### src/rtl/contactor_sequencer.sv
// Pack contactor sequencer: timed close of negative, precharge and positive contactors,
// with debounced SOA trip and precharge timeout latched into FAULT until a host clear.
module contactor_sequencer #(
  parameter logic [15:0] PRECHARGE_TIMEOUT = 16'd5000,
  parameter logic [7:0]  OVERLAP_CYCLES    = 8'd10,
  parameter logic [3:0]  DEBOUNCE          = 4'd3
) (
  input  logic       clk,
  input  logic       rst,
  input  logic       soa_violation,
  input  logic       close_req,
  input  logic       open_req,
  input  logic       fault_clear,
  input  logic       bus_v_ok,
  output logic       neg_contactor,
  output logic       precharge_relay,
  output logic       pos_contactor,
  output logic       fault_latched,
  output logic [1:0] fault_code,
  output logic [2:0] state_code
);

  typedef enum logic [2:0] {
    ST_IDLE       = 3'd0,
    ST_PRECHARGE  = 3'd1,
    ST_CLOSE_MAIN = 3'd2,
    ST_RUN        = 3'd3,
    ST_FAULT      = 3'd4
  } state_t;

  localparam logic [1:0] FC_NONE    = 2'b00;
  localparam logic [1:0] FC_SOA     = 2'b01;
  localparam logic [1:0] FC_TIMEOUT = 2'b10;

  state_t      state, state_next;
  logic [3:0]  deb_cnt, deb_next;
  logic        trip;
  logic [15:0] timer, timer_next;
  logic [1:0]  fault_code_next;
  logic        timed_state;

  // Saturating debounce; trip fires on the sample that brings the count to DEBOUNCE.
  always_comb begin
    deb_next = 4'd0;
    if (soa_violation) begin
      deb_next = (deb_cnt >= DEBOUNCE) ? DEBOUNCE : deb_cnt + 4'd1;
    end
    trip = soa_violation && (deb_next == DEBOUNCE);
  end

  always_comb begin
    state_next      = state;
    fault_code_next = fault_code;
    if (trip && state != ST_FAULT) begin
      state_next      = ST_FAULT;
      fault_code_next = FC_SOA;
    end else begin
      case (state)
        ST_IDLE: begin
          if (close_req && !open_req) state_next = ST_PRECHARGE;
        end
        ST_PRECHARGE: begin
          if (bus_v_ok) begin
            state_next = ST_CLOSE_MAIN;
          end else if (timer == PRECHARGE_TIMEOUT - 16'd1) begin
            state_next      = ST_FAULT;
            fault_code_next = FC_TIMEOUT;
          end else if (open_req) begin
            state_next = ST_IDLE;
          end
        end
        ST_CLOSE_MAIN: begin
          if (open_req) begin
            state_next = ST_IDLE;
          end else if (timer == {8'd0, OVERLAP_CYCLES} - 16'd1) begin
            state_next = ST_RUN;
          end
        end
        ST_RUN: begin
          if (open_req) state_next = ST_IDLE;
        end
        ST_FAULT: begin
          // Clear lands in IDLE even with close_req high; a new request is needed.
          if (fault_clear && !soa_violation && deb_cnt == 4'd0) begin
            state_next      = ST_IDLE;
            fault_code_next = FC_NONE;
          end
        end
        default: begin
          state_next      = ST_IDLE;
          fault_code_next = FC_NONE;
        end
      endcase
    end
  end

  assign timed_state = (state == ST_PRECHARGE) || (state == ST_CLOSE_MAIN);

  always_comb begin
    timer_next = timer;
    if (state_next != state &&
        (state_next == ST_PRECHARGE || state_next == ST_CLOSE_MAIN)) begin
      timer_next = 16'd0;
    end else if (timed_state) begin
      timer_next = timer + 16'd1;
    end
  end

  always_ff @(posedge clk) begin
    if (rst) begin
      state      <= ST_IDLE;
      deb_cnt    <= 4'd0;
      timer      <= 16'd0;
      fault_code <= FC_NONE;
    end else begin
      state      <= state_next;
      deb_cnt    <= deb_next;
      timer      <= timer_next;
      fault_code <= fault_code_next;
    end
  end

  // Moore output decode from the state register only.
  always_comb begin
    neg_contactor   = 1'b0;
    precharge_relay = 1'b0;
    pos_contactor   = 1'b0;
    fault_latched   = 1'b0;
    case (state)
      ST_PRECHARGE: begin
        neg_contactor   = 1'b1;
        precharge_relay = 1'b1;
      end
      ST_CLOSE_MAIN: begin
        neg_contactor   = 1'b1;
        precharge_relay = 1'b1;
        pos_contactor   = 1'b1;
      end
      ST_RUN: begin
        neg_contactor = 1'b1;
        pos_contactor = 1'b1;
      end
      ST_FAULT: fault_latched = 1'b1;
      default: ;
    endcase
  end

  assign state_code = state;

endmodule
### config.mk
export PLATFORM = sky130hd
export DESIGN_NAME = contactor_sequencer
export DESIGN_NICKNAME = d
export VERILOG_FILES = /design/src/rtl/contactor_sequencer.sv
export SDC_FILE = /design/constraint.sdc
export NUM_CORES = 1
export LEC_CHECK = 0
export ABC_AREA = 1
export BUFFER_PORTS_ARGS = -buffer_cell sky130_fd_sc_hd__buf_2
export CORE_UTILIZATION = 57
export DETAILED_ROUTE_END_ITERATION = 10
export HOLD_SLACK_MARGIN = 0.06
export PLACE_DENSITY = 0.79
export SKIP_LAST_GASP = 1
export SYNTH_ARGS = -nofsm -noshare
export SYNTH_HDL_FRONTEND = slang
export SYNTH_SLANG_ARGS = --single-unit
### constraint.sdc
create_clock -name clk -period 1.9 [get_ports clk]
set_input_delay 0.285 -clock clk [delete_from_list [all_inputs] [get_ports clk]]
set_output_delay 0.285 -clock clk [all_outputs]
set_load 0.03 [all_outputs]
==> impl_metrics.ini, run 1 <==
[drt]
vias_per_cell = 5.15
vias = 1303
drt_first_iter_violations = 28
drc = 0
drtAntennaViolNets = 0
drtPass1Iterations = 4
wl_um = 2850
route.detailed.wl_per_inst_um = 11.3

[cells_and_area]
drive_above_1_share = 0.291
layout.cells.non_filler = 253
syn2layout_area_growth_pct = 14.0
nets = 235
diodes = 0

[timing]
fin_worst_skew_ps = 6.08
period_needed_ps = 1820
max_freq_ghz = 0.550
slew_viol_final = 0
setup_violations = 0
hold_viol_final = 0
period_share = 0.957

[placed_design]
gp_congestion = 0.796
hpwl_um = 2020
dp.cells = 245
io_buffers = 15

[clock_network]
clk_pin_slew_ps = 130
numCtsBuffers = 3
cts_tree = yes
htree_levels = 1
clkLatencyLatePin_ps = 310
cts_num_sinks = 25
clockBufferDepth = 2
cts_hold_buf = 0
cts.root.buffer_cell = clkbuf_4

[yosys]
ys_ff_latch = 25
synth-warning-count = 0
syn-cell-area_sq_um = 1470
avgSynthCellArea_sq_um = 7.32
ys_types = 29
synth_cells = 201
synth-seq-area-share = 0.340

[setup_path]
start_kind = flip-flop
critPathKind = reg2reg
crit_chain = buf_4, ha_1, inv_2, nand3_2, nand4_4, buf_4, nand2_1, nand2_1, nand3_2, nand2_4, nand2_8, nor2_2
arrival_ps = 2080
crit_buf_inv = 3
cp_slowest_stage_delay_ps = 350
critPathRequiredTime_ps = 2160
cp-end-kind = flip-flop
slowest_stage = dfxtp_2
crit_fanout = 8
cp_top_family = simple AND/OR/NAND/NOR gates

[die]
rows = 18
start_util = 0.599
boundaryPins = 16
die_h_um = 52.8
coreArea_sq_um = 2450
die_x_um = 52.8
dieArea_sq_um = 2790

[power]
total_power_mw = 0.950
p_leak_nw = 0.725
swShare = 0.287
p_switching_mw = 0.273
power.density_nw_per_um2 = 566
p_int_mw = 0.678
comb_power_share = 0.175
ir_drop_mv = 0.447
pwr-share-clk = 0.242
power_frac_seq = 0.582

[job]
cap_violations = 0

[worst_hold_path]
hold_class = in2reg

[global_route]
grt_pass1_wl_um = 4320
grt_pass1_vias = 1072
overflow = 0
grt.total_usage = 0.208
antenna_found_initial = 0
grt_max_degree = 17

[status]
status = finished clean
-- area by class of cell --
cell class / instances / area (sq um)
clock buffers: 4 / 26.3
fillers: 194 / 777
inverters: 28 / 105
multi-input cells: 147 / 893
flip-flops and latches: 25 / 510
well taps: 30 / 37.5
repair buffers: 19 / 105
-- synth_stat cells, drive strengths merged --
cell     number  share of area
nand2        42           0.12
nor2         42           0.14
inv          28          0.071
dfxtp        25           0.34
nand3        23          0.097
xor2          8          0.048
a21oi         5          0.017
xnor2         5          0.030
ha            4          0.034
nand4         4          0.027
buf           3          0.026
o21ai         3          0.010
a21o          2          0.011
nor3          2         0.0068
conb          1         0.0025
nor4          1         0.0043
o2111ai       1         0.0060
o211a         1         0.0068
or2           1         0.0043
-- metrics by stage --
step / area [sq um] / utilization / setup slack, ps / hold slack (ps) / TNS [ps]
2_1_floorplan: 1480 / - / 90.9 / 354 / 0
6_report: 1680 / 0.683 / 81.5 / 179 / 0
3_3_place_gp: 1560 / 0.635 / 75.0 / 447 / 0
3_5_place_dp: 1560 / 0.635 / 40.3 / 466 / 0
4_1_cts: 1580 / 0.645 / 12.7 / 165 / 0
5_1_grt: 1680 / 0.683 / -33.3 / 170 / -259
-- sequential cells by signal (all words and copies together), names as in the netlist --
register	flops
timer	16
state_code	3
deb_cnt	4
fault_code	2
-- power groups by stage --
stage	Clock, mW	Sequential [mW]	Combinational [mW]
2_1_floorplan	0	0.571	0.102
3_3_place_gp	0	0.563	0.137
3_5_place_dp	0	0.564	0.140
4_1_cts	0.242	0.553	0.140
5_1_grt	0.257	0.556	0.182
6_report	0.230	0.553	0.167
-- metal layers --
layer  share of wire  vias to the layer above  track usage  wire length (um)
met5               0                        -            0                 0
met4           0.010                        0       0.0658                29
met3           0.034                        5       0.0261                97
met2            0.47                       32        0.342              1350
met1            0.48                      598        0.278              1370
li1                -                      668            -                 -
-- final timing paths --
path / startpoint / endpoint / slack [ps] / cells after the start
min: rst / state_code[0]$_SDFF_PP0_ / 180 / 2
max reg2reg: deb_cnt[0]$_SDFF_PP0_ / timer[1]$_SDFFE_PP0P_ / 80 / 12
min reg2reg: fault_code[0]$_SDFFE_PP0P_ / fault_code[0]$_SDFFE_PP0P_ / 480 / 2
max: deb_cnt[0]$_SDFF_PP0_ / timer[1]$_SDFFE_PP0P_ / 80 / 12
-- timing repair --
| item | CTS | global route |
|---|---|---|
| setup endpoints to repair | 0 | 16 |
| gates resized for setup | 0 | 18 |
| buffers inserted | 0 | 3 |
-- layout by cell type (no fill, tap or decap), types with 2 or more instances in the layout --
cell type	synthesis	final
nor2_4	2	2
clkbuf_4	0	3
nand2_4	2	2
dfxtp_2	0	5
o21ai_0	3	3
nor2_1	28	26
nand2_1	38	38
nand2_8	0	2
xnor2_1	5	5
xor2_1	8	8
nor2_2	12	14
nand4_1	3	3
conb_1	1	2
buf_4	0	4
buf_2	0	15
nand3_1	19	16
dfxtp_1	25	19
inv_1	25	24
ha_1	4	3
a21oi_1	5	5
inv_2	3	4
nand3_2	3	6
-- cell families (layout without fill, tap and decap cells) --
logic type | Yosys count | in the layout | share of synthesized area
fa+ha+maj | 4 | 4 | 0.0340
simple gates | 115 | 116 | 0.398
flops | 25 | 25 | 0.340
xor+xnor | 13 | 13 | 0.0774
compound gates | 12 | 12 | 0.0510
buf+inv | 31 | 51 | 0.0969
other cells | 1 | 2 | 0.00255
Power figures use the tool's default switching activity.
==> run 2: changes to the inputs <==
--- a/config.mk
+++ b/config.mk
@@ -5,8 +5,9 @@
 export SDC_FILE = /design/constraint.sdc
 export NUM_CORES = 1
 export LEC_CHECK = 0
-export ABC_AREA = 1
+export ABC_AREA = 0
 export BUFFER_PORTS_ARGS = -buffer_cell sky130_fd_sc_hd__buf_2
+export CORE_ASPECT_RATIO = 2
 export CORE_UTILIZATION = 57
 export DETAILED_ROUTE_END_ITERATION = 10
 export HOLD_SLACK_MARGIN = 0.06
==> run 2 against run 1 <==
  * The run now ends with setup timing left
  * Largest cell class unchanged
  * Sequential power is 2% lower
  * Combinational power is 40% higher
  * Die area is 2.8% higher
  * Count of clock-buffer cells in the layout stayed put
==> impl_metrics.ini, run 2 <==
[status]
status = finished with violations
violations = setup timing

[setup_path]
crit_buf_inv = 2
crit_fanout = 8
critPathRequiredTime_ps = 2080
critPathKind = reg2reg
slowest_stage = o41a_1
cp_slowest_stage_delay_ps = 410
cp_top_family = compound AO/OA/AOI/OAI gates
start_kind = flip-flop
cp-end-kind = flip-flop
crit_chain = inv_2, ha_4, nor2b_4, o41a_1, o31ai_2, o2111ai_2, clkbuf_16, a311oi_2
arrival_ps = 2360

[clock_network]
cts.root.buffer_cell = clkbuf_8
numCtsBuffers = 3
clkLatencyLatePin_ps = 270
cts_hold_buf = 0
cts_num_sinks = 25
clockBufferDepth = 2
cts_tree = yes
htree_levels = 1
clk_pin_slew_ps = 80

[drt]
vias = 1439
drt_first_iter_violations = 52
wl_um = 3990
drc = 0
drtAntennaViolNets = 0
route.detailed.wl_per_inst_um = 17.3
drtPass1Iterations = 4
vias_per_cell = 6.26

[worst_hold_path]
hold_class = in2reg

[timing]
period_share = 1.15
max_freq_ghz = 0.459
slew_viol_final = 0
hold_viol_final = 0
setup_violations = 16
fin_worst_skew_ps = 2.22
tightest_slew_ps = 504
rsz0062_at_grt = true
relSlewSlack = 0.664
period_needed_ps = 2180
fin_setup_tns_ps = -3980
setup_slack_ps = -279

[global_route]
grt_pass1_vias = 1357
overflow = 0
grt_pass1_wl_um = 5810
grt_max_degree = 21
antenna_found_initial = 0
grt.total_usage = 0.285

[cells_and_area]
largest_reg_flops = 16
final_cell_mix = buf_4 (29), dfxtp_1 (22), a311oi_2 (15), buf_2 (15), a21oi_1 (10)
multi_input_area_sq_um = 1020
diodes = 0
top_register = timer
fin_util = 0.790
drive_above_1_share = 0.421
fin_area_sq_um = 2000
seq_area_sq_um = 507
nets = 214
syn2layout_area_growth_pct = 32.9
layout_commonest_cell = buf_4
fill_cells = 172

[yosys]
synth.top_cell.area_share = 0.332
synth_top_area_cell = dfxtp_1
yosysMostFrequentCell = dfxtp_1
synth_edf_count = 0
ys.flop_type = dfxtp_1
syn-cell-area_sq_um = 1510
synth-seq-area-share = 0.332
synth-warning-count = 0
async_flop_share = 0
ys_types = 42
synth_area_leaders = dfxtp_1 (33%), a311oi_2 (9.0%), xor2_1 (5.2%)
avgSynthCellArea_sq_um = 9.60
synth_common_cells = dfxtp_1 (25), a21oi_1 (10), a311oi_2 (9), xor2_1 (9), nand2b_1 (8)
ys_ff_latch = 25
synth_cells = 157

[power]
ir_drop_mv = 0.408
total_power_mw = 1.09
p_leak_nw = 0.747
power.density_nw_per_um2 = 546

[die]
boundaryPins = 16
dieArea_sq_um = 2870
die_h_um = 74.7
rows = 26
die_x_um = 38.4
coreArea_sq_um = 2540
start_util = 0.594

[placed_design]
postPlaceCellArea_sq_um = 1820
io_buffers = 15
gp_congestion = 0.825
hpwl_um = 2620

[job]
cap_violations = 0
==> run 2: changes by cell type in the layout (fill, tap and decap cells not counted), sizes merged, moves of 3 or more <==
cell and change:
nand2 -37, nor2 -35, nand3 -16, inv -22, o41ai +3, a311oi +15, a21oi +5, nor4 +3
and3 +4, buf +28, nand2b +8
==> run 2: timing repair <==
action,in CTS,in global routing
pin swaps,2,21
buffers inserted,3,0
gates cloned,0,1
setup endpoints to repair,19,20
gates resized for setup,4,14
==> run 2: cell families (layout without fill, tap and decap cells) <==
logic type / count (synthesis) / count (layout) / synth area share
xor+xnor: 16 / 16 / 0.0929
fa+ha+maj: 4 / 4 / 0.0332
buf+inv: 14 / 58 / 0.0506
flops: 25 / 25 / 0.332
compound gates: 43 / 43 / 0.268
other cells: 1 / 2 / 0.00249
simple gates: 53 / 53 / 0.214
mux: 1 / 1 / 0.00664
==> run 2: metal layers <==
layer  track usage  vias up  share of wire
li1              -      689              -
met5             0        -              0
met4         0.169        0          0.046
met3        0.0236       19          0.026
met2         0.556       48           0.57
met1         0.265      683           0.36
==> run 2: final cells by class <==
class	count	share of cell area
sequential	25	0.253
timing repair buffer	48	0.189
tap	28	0.0175
inverter	6	0.0112
clock buffer	4	0.0225
multi-input combinational	119	0.507
==> run 2: worst min-delay path: stages <==
cell      delay [ps]
buf_2            130
nand2b_1          90
a21oi_1           40
==> run 2: where the power goes <==
part	internal, mW	switching, mW
sequential	0.535	0.00836
clock	0.150	0.167
combinational	0.0982	0.136
total	0.783	0.311
==> run 2: stage by stage <==
step / hold WS [ps] / setup slack (ps) / std cells
CTS: 318 / -256 / 229
detailed placement: 478 / -313 / 222
global placement: 468 / -233 / 222
floorplan: 439 / -295 / 158
global route: 326 / -387 / 230
finish: 316 / -279 / 230
==> run 2: final timing paths <==
check                             start                    endpoint  slack (ps)  cells past startpoint
max reg2reg       deb_cnt[1]$_SDFF_PP0_       timer[2]$_SDFFE_PP0P_        -280                      8
min                       soa_violation       deb_cnt[0]$_SDFF_PP0_         320                      3
min reg2reg  fault_code[0]$_SDFFE_PP0P_  fault_code[0]$_SDFFE_PP0P_         500                      2
max               deb_cnt[1]$_SDFF_PP0_       timer[2]$_SDFFE_PP0P_        -280                      8
